==> config.mk <==
export PLATFORM = sky130hd
export DESIGN_NAME = sif_xa_req_queue
export DESIGN_NICKNAME = d
export VERILOG_FILES = /design/src/rtl/sif_xa_req_queue.sv
export SDC_FILE = /design/constraint.sdc
export NUM_CORES = 1
export LEC_CHECK = 0
export BUFFER_PORTS_ARGS = -buffer_cell sky130_fd_sc_hd__buf_2
export CELL_PAD_IN_SITES_DETAIL_PLACEMENT = 0
export CELL_PAD_IN_SITES_GLOBAL_PLACEMENT = 2
export CORE_ASPECT_RATIO = 1.1
export CORE_MARGIN = 8
export CORE_UTILIZATION = 42
export DETAILED_ROUTE_END_ITERATION = 6
export GPL_ROUTABILITY_DRIVEN = 1
export PLACE_DENSITY = 0.84
export SLEW_MARGIN = 0
export SYNTH_ARGS = -nofsm -noshare
export SYNTH_HDL_FRONTEND = slang
export SYNTH_SLANG_ARGS = --single-unit
==> constraint.sdc <==
create_clock -name clk -period 3.2 [get_ports clk]
set_clock_uncertainty 0.15 [all_clocks]
set_input_delay 0.16 -clock clk [delete_from_list [all_inputs] [get_ports clk]]
set_output_delay 0.16 -clock clk [all_outputs]
set_load 0.05 [all_outputs]
==> src/rtl/sif_xa_req_queue.sv <==
// sif_xa_req_queue: captures XA write/read strobes into a small FIFO and
// replays them one at a time onto the WA side with an ack handshake.
// WA read data is returned to the XA side as a single-cycle pulse.
// Optional build macro: SIF_XA_ERR_CNT_EN adds a saturating err_cnt[7:0] output.
module sif_xa_req_queue #(
  parameter int unsigned AW    = 8,
  parameter int unsigned DW    = 16,
  parameter int unsigned DEPTH = 4
) (
  input  logic          clk,
  input  logic          rst_n,
  input  logic          xa_wr_st,
  input  logic          xa_rd_st,
  input  logic [AW-1:0] xa_addr,
  input  logic [DW-1:0] xa_data_wr,
  output logic          xa_busy,
  output logic [DW-1:0] xa_data_rd,
  output logic          xa_rd_vld,
  output logic          wa_wr_st,
  output logic          wa_rd_st,
  output logic [AW-1:0] wa_addr,
  output logic [DW-1:0] wa_data_wr,
  input  logic          wa_ack,
  input  logic [DW-1:0] wa_data_rd,
  input  logic          wa_rd_vld,
  output logic          illegal_err
`ifdef SIF_XA_ERR_CNT_EN
  ,
  output logic [7:0]    err_cnt
`endif
);

  localparam int unsigned PW = (DEPTH > 1) ? $clog2(DEPTH) : 1;
  localparam int unsigned CW = $clog2(DEPTH) + 1;

  typedef struct packed {
    logic          op_wr;
    logic [AW-1:0] addr;
    logic [DW-1:0] data;
  } req_t;

  typedef enum logic [1:0] {IDLE, ISSUE, WAIT_RD} state_t;

  req_t          mem [DEPTH];
  logic [PW-1:0] wr_ptr;
  logic [PW-1:0] rd_ptr;
  logic [CW-1:0] count;
  state_t        state;

  logic any_st;
  logic full;
  logic push;
  logic pop;
  logic reject;
  req_t push_req;
  req_t head;

  // Push/pop qualification and rejection of illegal or overflowing strobes
  assign any_st         = xa_wr_st | xa_rd_st;
  assign full           = (count == CW'(DEPTH));
  assign push           = (xa_wr_st ^ xa_rd_st) & ~full;
  assign reject         = (xa_wr_st & xa_rd_st) | (any_st & full);
  assign pop            = (state == IDLE) && (count != '0);
  assign xa_busy        = full;
  assign push_req.op_wr = xa_wr_st;
  assign push_req.addr  = xa_addr;
  assign push_req.data  = xa_wr_st ? xa_data_wr : '0;
  assign head           = mem[rd_ptr];

  // Request storage; contents are don't-care until written, so no reset
  always_ff @(posedge clk) begin
    if (push) begin
      mem[wr_ptr] <= push_req;
    end
  end

  // Pointers wrap naturally (DEPTH is a power of two); count tracks occupancy
  always_ff @(posedge clk or negedge rst_n) begin
    if (!rst_n) begin
      wr_ptr <= '0;
      rd_ptr <= '0;
      count  <= '0;
    end else begin
      if (push) wr_ptr <= wr_ptr + PW'(1);
      if (pop)  rd_ptr <= rd_ptr + PW'(1);
      case ({push, pop})
        2'b10:   count <= count + CW'(1);
        2'b01:   count <= count - CW'(1);
        default: count <= count;
      endcase
    end
  end

  // WA replay FSM: one transaction outstanding, strobes held until ack
  always_ff @(posedge clk or negedge rst_n) begin
    if (!rst_n) begin
      state      <= IDLE;
      wa_wr_st   <= 1'b0;
      wa_rd_st   <= 1'b0;
      wa_addr    <= '0;
      wa_data_wr <= '0;
      xa_data_rd <= '0;
      xa_rd_vld  <= 1'b0;
    end else begin
      xa_rd_vld <= 1'b0;
      unique case (state)
        IDLE: begin
          if (pop) begin
            wa_addr    <= head.addr;
            wa_data_wr <= head.data;
            wa_wr_st   <= head.op_wr;
            wa_rd_st   <= ~head.op_wr;
            state      <= ISSUE;
          end
        end
        ISSUE: begin
          if (wa_ack) begin
            wa_wr_st <= 1'b0;
            wa_rd_st <= 1'b0;
            state    <= wa_wr_st ? IDLE : WAIT_RD;
          end
        end
        WAIT_RD: begin
          if (wa_rd_vld) begin
            xa_data_rd <= wa_data_rd;
            xa_rd_vld  <= 1'b1;
            state      <= IDLE;
          end
        end
        default: state <= IDLE;
      endcase
    end
  end

  // Rejected strobe indication, one cycle after the offending edge
  always_ff @(posedge clk or negedge rst_n) begin
    if (!rst_n) begin
      illegal_err <= 1'b0;
    end else begin
      illegal_err <= reject;
    end
  end

`ifdef SIF_XA_ERR_CNT_EN
  // Saturating count of illegal_err pulses
  always_ff @(posedge clk or negedge rst_n) begin
    if (!rst_n) begin
      err_cnt <= '0;
    end else if (illegal_err && (err_cnt != 8'hFF)) begin
      err_cnt <= err_cnt + 8'd1;
    end
  end
`endif

endmodule

### Word-level counts from Yosys, hierarchy flattened

Memory sizes are Yosys's and may differ from the RTL's.
Cells that the tools add are included.

| storage, ports and cells | value |
|---|---|
| bits of input ports | 46 |
| memory bits (writable) | 100 |
| logic and storage cells | 57 |
| memories kept | 1 |
| output and inout bits | 45 |
| bits in registers | 53 |

| operators by class | value |
|---|---|
| multiplexer cells | 16 |
| reductions and logical operators | 9 |
| bitwise logic cells | 8 |
| equality and inequality tests | 8 |
| add/subtract/negate cells | 4 |

Memories:

| memory | words | bits a word | rd ports | clocked after memory_dff | wr ports | RTL line | text |
|---|---|---|---|---|---|---|---|
| mem | 4 | 25 | 1 | 0 | 1 | 44 | `req_t mem [DEPTH];` |

Operators by type and width:

| kind | number |
|---|---|
| $mux W16 | 1 |
| $mux W2 | 4 |
| $mux W1 | 7 |
| $ne A2 B2 Y1 const B | 3 |
| $pmux W2 S3 | 1 |
| $pmux W3 S2 | 1 |
| $reduce_and A3 Y1 | 2 |
| $add A2 B1 Y2 const B | 2 |
| $eq A2 B1 Y1 const B | 2 |
| $eq A2 B2 Y1 const B | 2 |
| $pmux W1 S2 | 2 |
| $reduce_and A2 Y1 | 2 |
| $reduce_bool A2 Y1 | 2 |
| $add A3 B1 Y3 const B | 1 |
| $and A1 B1 Y1 | 3 |
| $eq A3 B3 Y1 const B | 1 |
| $reduce_bool A3 Y1 | 1 |
| $sub A3 B1 Y3 const B | 1 |
| $logic_not A2 Y1 | 1 |
| $not A1 Y1 | 2 |
| $or A1 B1 Y1 | 2 |
| $logic_and A1 B1 Y1 | 1 |
| $xor A1 B1 Y1 | 1 |

### Longest topological paths before layout

Gate-level depths: netlist of the first run.

| logic depth | value |
|---|---|
| word-level depth | 5 |
| mapped depth | 11 |
| mapped depth without buffers | 10 |

### Worst setup path before layout of the first run

OpenSTA, ideal clock, no wires.

| timing path | value |
|---|---|
| kind | register -> register |
| start point | register count[0] |
| end point | register count[2] |
| library setup time | 0.079 ns |
| arrival | 3.062 ns |
| cell stages (with the launch flop) | 10 |
| data required time | 2.971 ns |
| buffers on the path | 0 |
| period minus slack after synthesis | 3.291 ns |
| setup slack | -0.091 ns |
| cells stage by stage | dfrtp_1 -> nor3b_1 -> nor2b_1 -> inv_1 -> ha_1 -> inv_1 -> fa_1 -> xor2_1 -> nor2_1 -> xor2_1 |

| between the ends | value |
|---|---|
| cells in the longest elaborated chain, start to end | 5 |
| elaborated cells on any way between the ends | 11 |
| those cells by class | 2 x add/sub; 3 x eq/ne; 1 x mux; 2 x bitwise; 3 x reduce/logical |

Ends and longest elaborated chain:

| item | RTL line | text |
|---|---|---|
| start: declaration | 47 | `logic [CW-1:0] count;` |
| start signal: assignment | 87 | `2'b10: count <= count + CW'(1);` |
| start signal: assignment | 88 | `2'b01: count <= count - CW'(1);` |
| start signal: assignment | 89 | `default: count <= count;` |
| $eq A3 B3 Y1 (*) | 60 | `assign full = (count == CW'(DEPTH));` |
| via xa_busy | 16 | `output logic xa_busy,` |
| $not A1 Y1 (*) | 61 | `assign push = (xa_wr_st ^ xa_rd_st) & ~full;` |
| $and A1 B1 Y1 (*) | 61 |  |
| $eq A2 B1 Y1 / $eq A2 B2 Y1 (equally long branches) | 86 | `case ({push, pop})` |
| $pmux W3 S2 / $reduce_bool A2 Y1 (equally long branches) | -- |  |

The timed path passes the listed nets; every way through them passes the cells marked *.
A chain may end at the register's enable or synchronous reset.

### Final worst setup path of the first run

| timing path | value |
|---|---|
| start point | register state[1] |
| end point | register count[2] |

| between the ends | value |
|---|---|
| cells in the longest elaborated chain, start to end | 4 |
| elaborated cells on any way between the ends | 6 |
| those cells by class | 2 x eq/ne; 1 x mux; 3 x reduce/logical |

Ends and longest elaborated chain:

| item | RTL line | text |
|---|---|---|
| start: declaration | 48 | `state_t state;` |
| start signal: assignment | 120 | `state <= wa_wr_st ? IDLE : WAIT_RD;` |
| $logic_not A2 Y1 (*) | 63 | `assign pop = (state == IDLE) && (count != '0);` |
| $logic_and A1 B1 Y1 (*) | 63 |  |
| via pop | 53 | `logic pop;` |
| $eq A2 B1 Y1 / $eq A2 B2 Y1 (equally long branches) | 86 |  |
| $pmux W3 S2 / $reduce_bool A2 Y1 (equally long branches) | -- |  |

Marks and branches as above.

==> metrics.csv, run 1 <==
stage,metric,value,unit
drt,via count,3103,
timing,Max Freq,0.443,GHz
clock_network,buffer depth of the longest clock path,2,
run,max-cap check violation count,0,
floorplanning,Die W,130,um
placement,Port Buf Inserts,90,
cells_and_area,"most common cell after layout, fill and taps aside",sky130_fd_sc_hd__edfxtp_1,
timing,count of endpoints failing setup in the final report,0,
logic_synthesis,"Avg Cell Area, Syn",20.3,um2
timing,Post-Route Setup TNS,0,ns
hold_path,worst hold path type,in -> reg,
drt,Routed WL,11300,um
drt,remaining number of nets flagged by the antenna check after routing,0,
cells_and_area,share of layout cells above drive strength 1,0.405,
critical_path,critical path's slowest cell,sky130_fd_sc_hd__or3_2,
logic_synthesis,fraction of the yosys area taken by sequential cells,0.722,
run_status,run status,"complete, no violations",
pwr,internal power consumption,5.30,mW
cells_and_area,"commonest non-fill, non-tap cells in the layout","100 x sky130_fd_sc_hd__edfxtp_1, 90 x sky130_fd_sc_hd__buf_2, 52 x sky130_fd_sc_hd__dfrtp_1",
critical_path,worst r2r src,state[1]$_DFFE_PN0P_,
global_route,via count of the first global-routing pass,3406,
pwr,total power consumption of the routed design,8.23,mW
hold_path,Hold Crit Depth,1,
timing,number of hold-slack violations in the final timing report,0,
global_route,initial antenna violation count,0,
drt,1st-pass router iterations,4,
critical_path,Critical Setup Path Class,reg -> reg,
clock_network,number of clock buffers inserted by TritonCTS,17,
clock_network,clock tree from TritonCTS,yes,
timing,setup slack after layout,0.942,ns
floorplanning,Core Region,14200,um2
critical_path,maximum fanout along the worst path,6,
critical_path,"slowest stage delay, CP",0.50,ns
global_route,global-route usage over all layers,0.132,
critical_path,type of destination of the critical path,flop,
drt,Detailed Route Iter0 Violations,142,
drt,Avg Vias per Cell,4.74,
placement,global placement routability congestion,0.691,
floorplanning,total die area,18400,um2
logic_synthesis,#FFs+latches synth,153,
clock_network,clock root buffer,sky130_fd_sc_hd__clkbuf_16,
floorplanning,I/O pin count,91,
critical_path,Critical Path AT,2.46,ns
cells_and_area,# diodes,0,
critical_path,"Critical Path, Cell by Cell",or3_2 > inv_1 > ha_1 > inv_1 > fa_1 > xor2_1 > nor2_1 > xor2_1,
placement,instance count after placement with tap cells included,578,
logic_synthesis,synthesized netlist net count,349,
cells_and_area,count of fill cells added during filler insertion,1119,
clock_network,H-tree levels,4,
critical_path,minimum setup slack among reg-to-reg paths,0.94,ns
pwr,Clk network pwr share,0.250,
pwr,part of the power in combinational logic,0.377,
cells_and_area,final non-filler cell total,654,
critical_path,required time reported for the critical path endpoint,3.40,ns
drt,DRC violations left,0,
hold_path,Hold EP,mem[1][24]$_DFFE_PP_,
logic_synthesis,"Cell Area, Synth",6000,um2
pwr,power share of the sequential group,0.372,
cells_and_area,signed area change from the synthesized netlist to the final layout,29.0,%
timing,worst slew pin tran,0.816,ns
critical_path,CP top delay family,simple AND/OR/NAND/NOR gates,
logic_synthesis,ys flop type,sky130_fd_sc_hd__edfxtp_1,
cells_and_area,final layout net count,503,
timing,Max Slew Vio Count,0,
timing,headroom to the max-slew limit,0.454,
logic_synthesis,fraction of registers with async set or reset after synthesis,0.346,
pwr,static leakage power,3.15,nW
global_route,wire length of the first global-routing pass,17900,um
timing,setup repair after global routing missed its margin,false,
timing,final cycle utilization of the critical path,0.705,
floorplanning,vertical die dimension,141,um
cells_and_area,utilization after layout,0.544,
floorplanning,Initial Util,0.422,
critical_path,CP Launch Type,flop,
logic_synthesis,synth unique cells,30,
placement,HPWL after detailed placement,7000,um
logic_synthesis,"EDFF count, synth",100,
pwr,switching power of the nets,2.94,mW
pwr,Power per Cell Area,1060,nW/um2
clock_network,clock-pin transition on the worst setup and hold timing paths,0.06,ns
critical_path,buffer and inverter count on the worst path,2,
critical_path,worst reg2reg path endpoint,count[2]$_DFFE_PN0P_,
pwr,highest ir drop seen on vdd,723,uV
clock_network,count of clock tree sinks,153,
logic_synthesis,Cells after Synth,295,
global_route,pin count of the biggest net entering global routing,35,
placement,setup slack after placement,0.776,ns
pwr,net switching fraction of the power,0.357,
drt,Wirelength per Cell,17.3,um
logic_synthesis,Synth Warn #,0,
clock_network,count of cells resized by post-cts repair,0,
clock_network,latest clock arrival within the worst-skew pair,0.42,ns
global_route,residual overflow from global routing,0,
floorplanning,placement row count,46,
hold_path,source of the worst hold timing path,xa_wr_st,
critical_path,path depth of the worst reg2reg path,8,
timing,minimum clock period,2.26,ns
## registers in the layout, summed over array words and instances (netlist names)
register	cells
mem	100
wa_data_wr	16
xa_data_rd	16
wa_addr	8
count	3
rd_ptr	2
state	2
wr_ptr	2
illegal_err	1
wa_rd_st	1
wa_wr_st	1
xa_rd_vld	1
## cell type report
class / instances / area [um2] / area share
clock buffer: 21 / 440 / 0.0569
clock inverter: 11 / 170 / 0.0220
inverter: 13 / 48.8 / 0.00631
multi-input combinational: 118 / 1530 / 0.197
sequential: 153 / 4330 / 0.560
tap: 192 / 240 / 0.0311
timing repair buffer: 146 / 981 / 0.127
## metrics by stage
stage | area (um2) | hold WS (ns)
detailed placement | 6690 | 0.146
finish | 7740 | 0.0437
CTS | 7740 | 0.0316
global placement | 6690 | 0.134
floorplan | 6000 | -0.286
global route | 7740 | 0.0436
## worst max-delay path by stage
stage	slack, ns	cells past startpoint	start	to
final	0.94	8	state[1]$_DFFE_PN0P_	count[2]$_DFFE_PN0P_
after global routing	0.79	12	xa_rd_st	count[2]$_DFFE_PN0P_
after CTS	0.95	9	count[0]$_DFFE_PN0P_	count[2]$_DFFE_PN0P_
after detailed placement	0.78	11	xa_wr_st	count[2]$_DFFE_PN0P_
after global placement	0.83	11	xa_wr_st	count[2]$_DFFE_PN0P_
after floorplan	0.53	9	count[0]$_DFFE_PN0P_	count[2]$_DFFE_PN0P_
## what timing repair did
action,CTS,global route
endpoints found under the hold margin,150,0
setup buffers,0,0
hold buffers,44,0
## kinds of logic (layout without fill, tap and decap cells)
kind of cell             after synthesis  after routing  synth area share
multiplexers                          69             69             0.190
buffers and inverters                 24            191            0.0250
AND/OR/NAND/NOR                       30             30            0.0313
AO/OA/AOI/OAI                          5              5           0.00542
XOR/XNOR                               6              6           0.00876
adder cells (fa/ha/maj)                8              8            0.0179
flip-flops                           153            153             0.722
## routing by layer
metal | share of wire | vias to the layer above | track usage | wire length, um
met4 | 0.016 | 0 | 0.0569 | 181
met5 | 0 | - | 0 | 0
met1 | 0.43 | 1537 | 0.158 | 4840
met3 | 0.071 | 16 | 0.0424 | 799
met2 | 0.48 | 105 | 0.214 | 5470
li1 | - | 1445 | - | -
## cell usage after synthesis (2+ instances only)
library cell / instances / share of area
sky130_fd_sc_hd__mux4_2: 13 / 0.049
sky130_fd_sc_hd__and2_1: 20 / 0.021
sky130_fd_sc_hd__o21ai_0: 2 / 0.0017
sky130_fd_sc_hd__nor2b_1: 2 / 0.0021
sky130_fd_sc_hd__buf_2: 4 / 0.0033
sky130_fd_sc_hd__mux2_4: 10 / 0.025
sky130_fd_sc_hd__inv_1: 13 / 0.0081
sky130_fd_sc_hd__xnor2_1: 4 / 0.0058
sky130_fd_sc_hd__edfxtp_1: 100 / 0.50
sky130_fd_sc_hd__nor2_1: 2 / 0.0013
sky130_fd_sc_hd__dfrtp_1: 53 / 0.22
sky130_fd_sc_hd__buf_12: 2 / 0.0067
sky130_fd_sc_hd__mux4_1: 12 / 0.053
sky130_fd_sc_hd__xor2_1: 2 / 0.0029
sky130_fd_sc_hd__ha_1: 7 / 0.015
sky130_fd_sc_hd__mux2_2: 32 / 0.060
sky130_fd_sc_hd__mux2i_1: 2 / 0.0033
sky130_fd_sc_hd__buf_6: 3 / 0.0056
## power groups by stage
stage          clock (mW)  combinational [mW]  sequential (mW)
3_5_place_dp            0                3.12             3.10
6_report             2.06                3.11             3.06
4_1_cts              2.11                3.17             3.07
2_1_floorplan           0                1.57             3.97
5_1_grt              2.19                3.31             3.13
3_3_place_gp            0                3.08             3.07
(Power assumes the default switching activity.)
==> inputs of run 2 (changes only) <==
Clock period 3.2 ns to 2.1 ns, I/O delays scaled along.
==> run 2 against run 1 <==
Final cell count rose by 1.2%; clock power rose by 53%; first-iteration DRC count fell by 41%; non-clock buffer count rose by 9; sequential power rose by 49%; power rose by 56%.
==> metrics.csv, run 2 (synthesis gave the netlist of run 1 again) <==
stage,metric,value,unit
drt,Avg Vias per Cell,4.78,
floorplanning,placement row count,46,
placement,HPWL after detailed placement,6980,um
timing,headroom to the max-slew limit,0.522,
floorplanning,Core Region,14200,um2
cells_and_area,registers with the most flip-flops,"mem (100), wa_data_wr (16), xa_data_rd (16)",
timing,minimum clock period,2.07,ns
critical_path,Critical Path AT,1.97,ns
global_route,via count of the first global-routing pass,3348,
drt,via count,3163,
cells_and_area,signed area change from the synthesized netlist to the final layout,31.5,%
global_route,initial antenna violation count,0,
clock_network,buffer depth of the longest clock path,2,
global_route,residual overflow from global routing,0,
timing,Max Slew Vio Count,0,
placement,setup slack after placement,-0.0269,ns
timing,setup slack after layout,0.0265,ns
critical_path,required time reported for the critical path endpoint,2.00,ns
clock_network,latest clock arrival within the worst-skew pair,0.42,ns
pwr,static leakage power,3.22,nW
cells_and_area,"flip-flop count of the largest register, all copies and words added",100,
cells_and_area,share of layout cells above drive strength 1,0.443,
run,max-cap check violation count,0,
cells_and_area,count of fill cells added during filler insertion,1099,
critical_path,type of destination of the critical path,flop,
run_status,run status,"complete, no violations",
global_route,global-route usage over all layers,0.132,
hold_path,worst hold path type,in -> async,
floorplanning,total die area,18400,um2
pwr,highest ir drop seen on vdd,753,uV
global_route,pin count of the biggest net entering global routing,29,
drt,1st-pass router iterations,4,
timing,count of endpoints failing setup in the final report,0,
floorplanning,Die W,130,um
clock_network,clock-pin transition on the worst setup and hold timing paths,0.06,ns
pwr,total power consumption of the routed design,12.9,mW
cells_and_area,"commonest non-fill, non-tap cells in the layout","100 x sky130_fd_sc_hd__edfxtp_1, 90 x sky130_fd_sc_hd__buf_2, 52 x sky130_fd_sc_hd__dfrtp_1",
drt,Wirelength per Cell,17.3,um
cells_and_area,final non-filler cell total,662,
timing,Max Freq,0.482,GHz
timing,number of hold-slack violations in the final timing report,0,
critical_path,maximum fanout along the worst path,25,
global_route,wire length of the first global-routing pass,17800,um
critical_path,CP Launch Type,flop,
drt,DRC violations left,0,
placement,Port Buf Inserts,90,
clock_network,clock tree from TritonCTS,yes,
cells_and_area,register ranked first by flip-flop count,mem,
pwr,Power per Cell Area,1630,nW/um2
timing,Post-Route Setup TNS,0,ns
drt,Detailed Route Iter0 Violations,84,
floorplanning,vertical die dimension,141,um
placement,global placement routability congestion,0.706,
floorplanning,Initial Util,0.422,
floorplanning,I/O pin count,91,
clock_network,number of clock buffers inserted by TritonCTS,17,
cells_and_area,# diodes,0,
clock_network,clock root buffer,sky130_fd_sc_hd__clkbuf_16,
timing,final cycle utilization of the critical path,0.987,
drt,Routed WL,11500,um
drt,remaining number of nets flagged by the antenna check after routing,0,
critical_path,Critical Setup Path Class,reg -> reg,
timing,worst slew pin tran,0.717,ns
timing,setup repair after global routing missed its margin,true,
cells_and_area,"most common cell after layout, fill and taps aside",sky130_fd_sc_hd__edfxtp_1,
clock_network,H-tree levels,4,
placement,instance count after placement with tap cells included,581,
timing,worst hold slack across all endpoints,0.0472,ns
clock_network,count of clock tree sinks,153,
cells_and_area,final layout net count,512,
run 2: cell types whose count changed in the layout (fill, tap and decap cells not counted), moves of 2 or more:
cell,change
sky130_fd_sc_hd__inv_2,+3
sky130_fd_sc_hd__and2_1,-4
sky130_fd_sc_hd__and2_2,+4
sky130_fd_sc_hd__inv_1,-3
sky130_fd_sc_hd__buf_4,+5
sky130_fd_sc_hd__clkbuf_1,-2
sky130_fd_sc_hd__buf_12,+3
run 2: final cells by class:
cell class	count	area (um2)	share of cell area
multi-input cells	118	1560	0.198
clock inverters	11	171	0.0217
repair buffers	155	1090	0.138
inverters	13	48.8	0.00618
flip-flops and latches	153	4330	0.549
clock buffers	20	447	0.0566
well taps	192	240	0.0304
run 2: stage by stage:
stage | utilization | cell area (um2)
detailed placement | 0.476 | 6760
global route | 0.555 | 7890
global placement | 0.476 | 6760
CTS | 0.551 | 7830
finish | 0.555 | 7890
floorplan | - | 6020
run 2: worst paths after layout:
path	start	to	slack (ns)	cells past startpoint
min in group clk	xa_wr_st	illegal_err$_DFF_PN0_	0.08	5
min	rst_n	xa_data_rd[14]$_DFFE_PN0P_	0.05	2
max reg2reg	count[2]$_DFFE_PN0P_	mem[1][16]$_DFFE_PP_	0.03	5
min reg2reg	xa_data_rd[14]$_DFFE_PN0P_	xa_data_rd[14]$_DFFE_PN0P_	0.35	1
max in group asynchronous	rst_n	wa_data_wr[6]$_DFFE_PN0P_	1.21	3
max	count[2]$_DFFE_PN0P_	mem[1][16]$_DFFE_PP_	0.03	5
run 2: what timing repair did:
action / 4_1_cts / 5_1_grt
setup buffers: 1 / 5
pin swaps: 3 / 3
hold buffers: 44 / 0
setup endpoints to repair: 1 / 101
resized for setup: 2 / 4
endpoints found under the hold margin: 171 / 0
run 2: worst max-delay path, cell delays in order, from the launching register on:
cell                      delay (ns)
sky130_fd_sc_hd__dfrtp_1        0.37
sky130_fd_sc_hd__buf_4          0.14
sky130_fd_sc_hd__nor3b_4        0.16
sky130_fd_sc_hd__nor2b_4        0.13
sky130_fd_sc_hd__buf_4          0.13
sky130_fd_sc_hd__and2_2         0.61
run 2: metal layers:
layer | GRT usage | part of all wire | up-vias
li1 | - | - | 1464
met1 | 0.160 | 0.44 | 1596
met2 | 0.211 | 0.48 | 89
met5 | 0 | 0 | -
met3 | 0.0454 | 0.064 | 14
met4 | 0.0532 | 0.015 | 0
run 2: report_power, final:
part	leakage, nW	switching [mW]	internal [mW]
clock network	0.296	1.14	2.01
logic	1.36	3.06	2.07
registers	1.56	0.347	4.22
total	3.22	4.55	8.31
==> inputs of run 3 (changes only) <==
Settings changed: SETUP_SLACK_MARGIN from default to 0.5.
==> run 3 against run 2 <==
Fmax is 1.7% higher; critical path depth is 5 higher; via count is 2.9% higher; non-clock buffer count is 7 higher; clock power is 10% lower; die area stayed put; worst hold slack worse by 0.015 ns; register-to-register slack better by 0.04 ns; global-route usage is 0.93 points higher; sequential power hardly changed; critical path type unchanged; critical endpoint is now count[2]$_DFFE_PN0P_; largest power group unchanged.
==> metrics.csv, run 3 (synthesis gave the netlist of run 1 again) <==
stage,metric,value,unit
run_status,run status,"complete, no violations",
floorplanning,Core Region,14200,um2
critical_path,Critical Path AT,2.23,ns
cells_and_area,"flip-flop count of the largest register, all copies and words added",100,
cells_and_area,signed area change from the synthesized netlist to the final layout,33.8,%
critical_path,CP Launch Type,flop,
pwr,Power per Cell Area,1660,nW/um2
cells_and_area,"most common cell after layout, fill and taps aside",sky130_fd_sc_hd__edfxtp_1,
critical_path,maximum fanout along the worst path,5,
timing,Max Slew Vio Count,0,
timing,headroom to the max-slew limit,0.517,
critical_path,Critical Setup Path Class,reg -> reg,
clock_network,H-tree levels,4,
drt,remaining number of nets flagged by the antenna check after routing,0,
cells_and_area,registers with the most flip-flops,"mem (100), wa_data_wr (16), xa_data_rd (16)",
timing,final cycle utilization of the critical path,0.971,
timing,worst hold slack across all endpoints,0.0323,ns
floorplanning,I/O pin count,91,
pwr,highest ir drop seen on vdd,757,uV
placement,Port Buf Inserts,90,
cells_and_area,"commonest non-fill, non-tap cells in the layout","100 x sky130_fd_sc_hd__edfxtp_1, 89 x sky130_fd_sc_hd__buf_2, 52 x sky130_fd_sc_hd__dfrtp_1",
clock_network,count of clock tree sinks,153,
drt,Wirelength per Cell,18.3,um
global_route,routing usage on met3,0.0353,
hold_path,worst hold path type,in -> reg,
global_route,Top Usage Layer GRT,met2,
timing,minimum clock period,2.04,ns
placement,HPWL after detailed placement,7030,um
drt,Avg Vias per Cell,4.84,
global_route,initial antenna violation count,0,
cells_and_area,register ranked first by flip-flop count,mem,
critical_path,type of destination of the critical path,flop,
floorplanning,vertical die dimension,141,um
cells_and_area,# diodes,0,
floorplanning,Initial Util,0.422,
global_route,met2 demand-to-capacity share in global routing,0.244,
clock_network,latest clock arrival within the worst-skew pair,0.42,ns
pwr,static leakage power,3.26,nW
floorplanning,Die W,130,um
critical_path,required time reported for the critical path endpoint,2.29,ns
cells_and_area,share of layout cells above drive strength 1,0.489,
global_route,global-route usage over all layers,0.141,
timing,setup repair after global routing missed its margin,true,
global_route,via count of the first global-routing pass,3551,
clock_network,number of clock buffers inserted by TritonCTS,17,
placement,setup slack after placement,-0.0191,ns
global_route,wire length of the first global-routing pass,19100,um
global_route,residual overflow from global routing,0,
drt,via count,3256,
clock_network,clock-pin transition on the worst setup and hold timing paths,0.06,ns
timing,setup slack after layout,0.0617,ns
drt,Detailed Route Iter0 Violations,182,
clock_network,clock root buffer,sky130_fd_sc_hd__clkbuf_16,
run,max-cap check violation count,0,
clock_network,buffer depth of the longest clock path,2,
floorplanning,total die area,18400,um2
global_route,grt met1 use,0.163,
drt,DRC violations left,0,
timing,worst slew pin tran,0.724,ns
drt,Routed WL,12300,um
clock_network,clock tree from TritonCTS,yes,
floorplanning,placement row count,46,
drt,1st-pass router iterations,4,
timing,number of hold-slack violations in the final timing report,0,
timing,count of endpoints failing setup in the final report,0,
timing,Max Freq,0.491,GHz
pwr,total power consumption of the routed design,13.3,mW
placement,global placement routability congestion,0.685,
timing,Post-Route Setup TNS,0,ns
global_route,pin count of the biggest net entering global routing,36,
cells_and_area,final layout net count,522,
==> run 3: changes by cell type in the layout (fill, tap and decap cells not counted), sizes merged <==
cell / delta
inv: +7
and2: +3
buf: +6
bufbuf: +1
clkbuf: -3
clkinvlp: +1
bufinv: -4
==> run 3: critical path, stage by stage, from the launching register on <==
cell and delay (ns):
sky130_fd_sc_hd__dfrtp_1 0.39, sky130_fd_sc_hd__buf_6 0.13, sky130_fd_sc_hd__nor3b_4 0.24, sky130_fd_sc_hd__nor2b_4 0.08
sky130_fd_sc_hd__inv_2 0.07, sky130_fd_sc_hd__ha_4 0.13, sky130_fd_sc_hd__inv_2 0.03, sky130_fd_sc_hd__fa_2 0.33
sky130_fd_sc_hd__xor2_1 0.14, sky130_fd_sc_hd__nor2_1 0.13, sky130_fd_sc_hd__xor2_1 0.15
==> run 3: area by class of cell <==
| type | count | area (um2) |
|---|---|---|
| clock buffer | 17 | 425 |
| clock inverter | 15 | 128 |
| fill | 1106 | 6190 |
| inverter | 13 | 51.3 |
| multi-input combinational | 121 | 1560 |
| sequential | 153 | 4330 |
| tap | 192 | 240 |
| timing repair buffer | 162 | 1290 |
==> run 3: path summary, 6_finish.rpt <==
| path | from | to | slack [ns] | depth (start not counted) |
|---|---|---|---|---|
| setup / recovery | count[0]$_DFFE_PN0P_ | count[2]$_DFFE_PN0P_ | 0.06 | 10 |
| hold / removal | xa_wr_st | mem[0][24]$_DFFE_PP_ | 0.03 | 2 |
| setup reg to reg | count[0]$_DFFE_PN0P_ | count[2]$_DFFE_PN0P_ | 0.06 | 10 |
| hold reg to reg | wa_addr[5]$_DFFE_PN0P_ | wa_addr[5]$_DFFE_PN0P_ | 0.35 | 1 |
| max in group asynchronous | rst_n | xa_data_rd[5]$_DFFE_PN0P_ | 1.14 | 3 |
| min in group asynchronous | rst_n | xa_data_rd[7]$_DFFE_PN0P_ | 0.08 | 2 |
==> run 3: layer usage <==
| layer | vias to the layer above | part of all wire |
|---|---|---|
| li1 | 1480 | - |
| met1 | 1669 | 0.40 |
| met2 | 90 | 0.53 |
| met3 | 17 | 0.058 |
| met4 | 0 | 0.015 |
| met5 | - | 0 |
==> run 3: where the power goes <==
part           switching, mW  internal, mW  total (mW)
clock network           1.28          1.55        2.83
logic                   3.29          2.63        5.92
registers              0.372          4.22        4.59
==> run 3: per-stage QoR <==
stage / std cells / instance area, um2 / utilization
after detailed placement: 579 / 6740 / 0.474
after CTS: 671 / 7990 / 0.562
after global placement: 579 / 6740 / 0.474
after global routing: 673 / 8030 / 0.565
after floorplan: 295 / 6020 / -
final: 673 / 8030 / 0.565
==> run 3: repair_timing <==
action                                  CTS  global route
pin swaps                                 5             6
endpoints found under the hold margin   171             0
setup buffers                             9             2
endpoints found under the setup margin  131           133
cloned                                    7             0
hold buffers                             44             0
resized for setup                        30             5
